## config.mk

```make
export PLATFORM = sky130hd
export DESIGN_NAME = kasumi_mem_arbiter
export DESIGN_NICKNAME = d
export VERILOG_FILES = /design/src/rtl/kasumi_mem_arbiter.sv
export SDC_FILE = /design/constraint.sdc
export NUM_CORES = 1
export LEC_CHECK = 0
export CORE_MARGIN = 2
export CORE_UTILIZATION = 39
export DETAILED_ROUTE_END_ITERATION = 10
export PLACE_DENSITY = 0.82
export SETUP_SLACK_MARGIN = 0.3
export SLEW_MARGIN = 30
export SYNTH_ARGS = -nofsm -noshare
export SYNTH_HDL_FRONTEND = slang
export SYNTH_SLANG_ARGS = --single-unit
```

## constraint.sdc

```tcl
create_clock -name clk -period 1.9 [get_ports clk]
set_input_delay 0.38 -clock clk [delete_from_list [all_inputs] [get_ports clk]]
set_output_delay 0.38 -clock clk [all_outputs]
set_load 0.1 [all_outputs]
```

## src/rtl/kasumi_mem_arbiter.sv

```systemverilog
// rtl/kasumi_mem_arbiter.sv - single-port memory write arbiter between program loader and core stores
//
// Shares the integrated_mem write port between the external program loader
// and the core data-store path. One write strobe per transaction, then waits
// for the memory to finish. The loader is preferred, but it is limited to
// MAX_BURST consecutive grants while a core store is waiting. A memory that
// stays busy for TIMEOUT wait cycles sets a sticky error and the arbiter
// recovers to IDLE.
//
// Ports:
//   clk, reset            clock (rising edge), asynchronous active-low reset
//   ld_valid/ld_ready     loader write handshake; ld_addr/ld_data payload
//   core_wr_req           core store request, held until core_stall is seen low
//   core_funct3/addr/wdata core store size code, address and data
//   core_stall            freezes the core pipeline
//   mem_busy              memory write still in progress
//   mem_is_write          one-cycle write strobe per transaction
//   mem_funct3/addr/wdata registered transaction payload to memory
//   grant_src             source of current/last transaction (0 core, 1 loader)
//   err_timeout           sticky hung-memory flag, cleared only by reset

module kasumi_mem_arbiter #(
  parameter int MAX_BURST = 4,
  parameter int TIMEOUT   = 255
) (
  input  logic        clk,
  input  logic        reset,
  input  logic        ld_valid,
  output logic        ld_ready,
  input  logic [31:0] ld_addr,
  input  logic [31:0] ld_data,
  input  logic        core_wr_req,
  input  logic [2:0]  core_funct3,
  input  logic [31:0] core_addr,
  input  logic [31:0] core_wdata,
  output logic        core_stall,
  input  logic        mem_busy,
  output logic        mem_is_write,
  output logic [2:0]  mem_funct3,
  output logic [31:0] mem_addr,
  output logic [31:0] mem_wdata,
  output logic        grant_src,
  output logic        err_timeout
);

  localparam int BW = $clog2(MAX_BURST + 1);
  localparam int TW = $clog2(TIMEOUT + 1);
  localparam logic [BW-1:0] BURST_MAX   = BW'(MAX_BURST);
  // The timeout fires in the WAIT cycle whose busy sample makes the count reach TIMEOUT.
  localparam logic [TW-1:0] TMO_LAST    = TW'(TIMEOUT - 1);
  localparam logic [2:0]    FUNCT3_WORD = 3'b010;

  typedef enum logic [1:0] {
    ST_IDLE,
    ST_ISSUE,
    ST_WAIT
  } state_t;

  state_t        state;
  logic [BW-1:0] burst_cnt;
  logic [TW-1:0] tmo_cnt;

  logic ld_ok;
  logic ld_win;
  logic core_win;
  logic timeout;
  logic core_done;
  logic ld_active;

  // Loader may go unless a core store waits and the loader has used its burst.
  assign ld_ok     = !core_wr_req || (burst_cnt < BURST_MAX);
  assign ld_win    = (state == ST_IDLE) && ld_valid && ld_ok;
  assign core_win  = (state == ST_IDLE) && core_wr_req && !ld_win;
  assign timeout   = (state == ST_WAIT) && mem_busy && (tmo_cnt == TMO_LAST);
  assign core_done = (state == ST_WAIT) && !grant_src && (!mem_busy || timeout);
  assign ld_active = (state != ST_IDLE) && grant_src;

  // Both combinational outputs are forced low while reset is held.
  assign ld_ready   = reset && (state == ST_IDLE) && ld_ok;
  assign core_stall = reset && (ld_valid || ld_active || (core_wr_req && !core_done));

  always_ff @(posedge clk or negedge reset) begin
    if (!reset) begin
      state        <= ST_IDLE;
      burst_cnt    <= '0;
      tmo_cnt      <= '0;
      mem_is_write <= 1'b0;
      mem_funct3   <= 3'b000;
      mem_addr     <= 32'h0;
      mem_wdata    <= 32'h0;
      grant_src    <= 1'b0;
      err_timeout  <= 1'b0;
    end else begin
      mem_is_write <= 1'b0;
      case (state)
        ST_IDLE: begin
          if (ld_win) begin
            state        <= ST_ISSUE;
            mem_is_write <= 1'b1;
            mem_addr     <= ld_addr;
            mem_wdata    <= ld_data;
            mem_funct3   <= FUNCT3_WORD;
            grant_src    <= 1'b1;
            tmo_cnt      <= '0;
            // Only grants taken over a waiting core store count toward the burst.
            if (core_wr_req) begin
              if (burst_cnt != BURST_MAX) begin
                burst_cnt <= burst_cnt + 1'b1;
              end
            end else begin
              burst_cnt <= '0;
            end
          end else if (core_win) begin
            state        <= ST_ISSUE;
            mem_is_write <= 1'b1;
            mem_addr     <= core_addr;
            mem_wdata    <= core_wdata;
            mem_funct3   <= core_funct3;
            grant_src    <= 1'b0;
            tmo_cnt      <= '0;
            burst_cnt    <= '0;
          end
        end
        ST_ISSUE: begin
          state <= ST_WAIT;
        end
        ST_WAIT: begin
          if (!mem_busy) begin
            state   <= ST_IDLE;
            tmo_cnt <= '0;
          end else if (tmo_cnt == TMO_LAST) begin
            err_timeout <= 1'b1;
            state       <= ST_IDLE;
            tmo_cnt     <= '0;
          end else begin
            tmo_cnt <= tmo_cnt + 1'b1;
          end
        end
        default: begin
          state <= ST_IDLE;
        end
      endcase
    end
  end

endmodule

```

==> impl_summary.log <==
[metrics] distinct cell type count of the synthesized netlist: 35
[metrics] Clock Path Buffers: 2
[metrics] flop2flop setup slack: 0.01 ns
[metrics] number of standard cells in the layout, taps in and fillers out: roughly 770
[metrics] combined buffer and inverter count along the critical path: 2
[metrics] fraction of the cycle the final worst path needs: 1.05
[metrics] Setup-failing EPs final: 1
[metrics] first-pass GRT wire length: 18.1 mm
[metrics] remaining global-route overflow: 0
[metrics] # nets final: between 700 and 800
[metrics] cell count after placement: just over 700
[metrics] Total Wirelength: 13.6 mm
[metrics] sinks on the clock net: just over 80
[metrics] via density per instance: 5.11
[metrics] fraction of the yosys area taken by sequential cells: 0.538
[metrics] initial core utilization: 0.399
[metrics] number of placement rows: 36
[metrics] total die area: 10,700 sq um
[metrics] post-synthesis to final-layout area growth: 83.6%
[metrics] setup repair after global routing missed its margin: yes
[metrics] 1st-pass router iterations: 4
[metrics] number of synthesized flops with an enable pin: 0
[metrics] kind of start point of the critical path: register
[metrics] ys flop type: sky130_fd_sc_hd__dfrtp_1
[metrics] most common cell in the netlist: sky130_fd_sc_hd__dfrtp_1
[metrics] share of async-settable or async-resettable flops after synthesis: 1.00
[metrics] maximum clock frequency: 502 MHz
[metrics] Vert. Die Dim: 104 um
[metrics] skew final: 0.0142 ns
[metrics] Ys Warns: 0
[metrics] flip-flop and latch count after synthesis: 83
[metrics] largest net degree at the start of global routing: 53
[metrics] TritonCTS clock tree: yes
[metrics] cells traversed along the worst timing path: inv_1, ha_2, nand4_1, nand2_1, a41oi_4, buf_12
[metrics] filler cell count in the final layout: 680
[metrics] routability congestion estimate from global placement: 0.819
[metrics] average footprint of a synthesized cell: about 10 sq um
[metrics] most common library cells after synthesis: 83 x sky130_fd_sc_hd__dfrtp_1, 74 x sky130_fd_sc_hd__nand2_1, 64 x sky130_fd_sc_hd__mux2i_1, 54 x sky130_fd_sc_hd__o21ai_0, 17 x sky130_fd_sc_hd__o21ai_1
[metrics] number of hold violations in the final report: 0
[metrics] class of the most critical hold timing path: in2async
[metrics] worst-margin pin slew: 0.641 ns
[metrics] CTS buffer count: 9
[metrics] max-cap violations: 0
[metrics] data required time of the critical path: 1.52 ns
[metrics] clock insertion delay at the later pin of the skew report: roughly 0.34 ns
[metrics] synthesized cell area: 3860 sq um
[metrics] post-synth net total: 513
[metrics] number of pins with negative max-slew slack in the final report: 0
[metrics] result of the run: complete, but fails checks
[metrics] delay of the slowest cell on the worst path: around 0.40 ns
[metrics] number of top-level pins: 208
[metrics] share of Yosys cell area claimed by the top area cell type: 0.538
[metrics] Reg2Reg Launch Point: tmo_cnt[0]$_DFFE_PN0P_
[metrics] critical path endpoint category: output pin
[metrics] cell with the largest stage delay on the worst path: sky130_fd_sc_hd__dfrtp_1
[metrics] Crit Reg-Reg Endpoint: err_timeout$_DFFE_PN0P_
[metrics] share of layout cells above drive strength 1: 0.305
[metrics] antenna fix cells: 0
[metrics] CTS Root Cell: sky130_fd_sc_hd__clkbuf_8
[metrics] clock period minus worst slack: 1.99 ns
[metrics] violations in the final reports: setup timing
[metrics] post-synthesis cell type with the largest combined area: sky130_fd_sc_hd__dfrtp_1
[metrics] # H-tree levels: 3
[metrics] vias in the first global route: 3,776
[metrics] antenna violation net count after detailed routing: 0
[metrics] arrival time worst endpoint: between 1.5 and 2 ns
[metrics] post-DP HPWL: 8.09 mm
[metrics] Die Width: 104 um
[metrics] average wire per standard cell: 17.7 um
[metrics] largest delay contributor family on the critical path: flip-flops
[metrics] Total Routing Usage GR: 0.205
[metrics] area of the core: 9680 sq um
[metrics] length in cells of the worst reg-to-reg path: 12
[metrics] Setup CP Type: reg2out
[metrics] DRC violation count after routing: 0
[metrics] top area cells in the synthesized netlist: sky130_fd_sc_hd__dfrtp_1 54%, sky130_fd_sc_hd__mux2i_1 17%, sky130_fd_sc_hd__nand2_1 7.2%, sky130_fd_sc_hd__o21ai_0 7.0%, sky130_fd_sc_hd__o21ai_1 2.2%
[metrics] antenna violations before repair: 0
[metrics] CP Max Fanout: 2
[metrics] count of port buffers added during placement: between 200 and 250
[metrics] Clock transition at path regs: approximately 0.080 ns
[metrics] worst setup margin: -0.0924 ns
[metrics] worst-case headroom to the max-slew limit: 0.573
[metrics] initial DRC count: slightly below 90
[metrics] post-synthesis instance total: 373
[metrics] overall via count from detail_route: approximately 3,900
-- cells by family (layout without fill, tap and decap cells) --
family / count (synthesis) / after routing / synth area share
multiplexers: 64 / 64 / 0.166
XOR/XNOR: 1 / 1 / 0.00227
AND/OR/NAND/NOR: 99 / 99 / 0.110
AO/OA/AOI/OAI: 90 / 91 / 0.131
buffers and inverters: 32 / 290 / 0.0402
adder cells (fa/ha/maj): 4 / 4 / 0.0130
flip-flops: 83 / 83 / 0.538
-- stage by stage --
stage / TNS (ns) / hold WS (ns) / util / cell area (sq um) / worst slack (ns)
after floorplan: -0.00895 / 0.0844 / - / 3880 / -0.00895
after detailed placement: -0.100 / 0.379 / 0.632 / 6120 / -0.0531
final: -0.0924 / 0.0258 / 0.732 / 7090 / -0.0924
after global routing: -0.190 / 0.0314 / 0.732 / 7090 / -0.166
after CTS: -0.0825 / 0.0151 / 0.673 / 6520 / -0.0825
after global placement: -0.0314 / 0.375 / 0.632 / 6120 / -0.0309
-- flip-flops by register name, indices dropped and copies added (netlist names) --
signal and count:
burst_cnt 3, err_timeout 1, grant_src 1, mem_addr 32, mem_funct3 3, mem_is_write 1, mem_wdata 32, state 2
tmo_cnt 8
-- area by class of cell --
| cell class | instances | area, sq um | area share |
|---|---|---|---|
| multi-input combinational | 259 | 1880 | 0.265 |
| inverter | 9 | 33.8 | 0.00476 |
| tap | 133 | 166 | 0.0235 |
| timing repair buffer | 266 | 2750 | 0.388 |
| clock buffer | 11 | 131 | 0.0185 |
| clock inverter | 4 | 52.6 | 0.00741 |
| sequential | 83 | 2080 | 0.294 |
-- worst register-to-register path: cells and delay by family, from the launching register on --
| family | cells | cell delay [ns] |
|---|---|---|
| and+or+nand+nor | 1 | 0.15 |
| adders and majority gates | 1 | 0.18 |
| AOI/OAI and AO/OA | 1 | 0.13 |
| DFF | 1 | 0.40 |
| buffers and inverters | 9 | 0.97 |
-- per-layer routing --
metal,wire length (um),global-route usage,vias to the layer above,share of wire
li1,-,-,1822,-
met1,5020,0.226,1920,0.37
met2,7530,0.393,149,0.56
met3,798,0.0529,18,0.059
met4,201,0.0492,0,0.015
met5,0,0,-,0
-- placed cells by master (no fill, tap or decap), types with 8 or more instances in the layout --
| cell type | instances |
|---|---|
| sky130_fd_sc_hd__inv_1 | 9 |
| sky130_fd_sc_hd__clkbuf_8 | 9 |
| sky130_fd_sc_hd__mux2i_1 | 59 |
| sky130_fd_sc_hd__nand2_2 | 9 |
| sky130_fd_sc_hd__buf_6 | 18 |
| sky130_fd_sc_hd__buf_4 | 88 |
| sky130_fd_sc_hd__nand2_1 | 63 |
| sky130_fd_sc_hd__clkbuf_16 | 8 |
| sky130_fd_sc_hd__buf_12 | 15 |
| sky130_fd_sc_hd__clkdlybuf4s50_1 | 132 |
| sky130_fd_sc_hd__o21ai_1 | 58 |
| sky130_fd_sc_hd__dfrtp_1 | 81 |
-- what timing repair did --
item | in CTS | in global routing
buffers inserted | 21 | 8
hold buffers | 0 | 0
cloned | 0 | 12
endpoints found under the setup margin | 3 | 55
resized for setup | 18 | 108
pin swaps | 9 | 33
-- worst max-delay path by stage --
stage,startpoint,end,slack (ns),depth (start not counted)
after floorplan,grant_src$_DFFE_PN0P_,core_stall,-0.009,3
final,tmo_cnt[0]$_DFFE_PN0P_,core_stall,-0.09,6
after global routing,tmo_cnt[0]$_DFFE_PN0P_,core_stall,-0.17,6
after global placement,core_wr_req,core_stall,-0.03,4
after detailed placement,core_wr_req,core_stall,-0.05,4
after CTS,tmo_cnt[0]$_DFFE_PN0P_,core_stall,-0.08,6
Power is not shown: default switching activity piles up to over one toggle a cycle in this logic, so the estimate is an artifact.
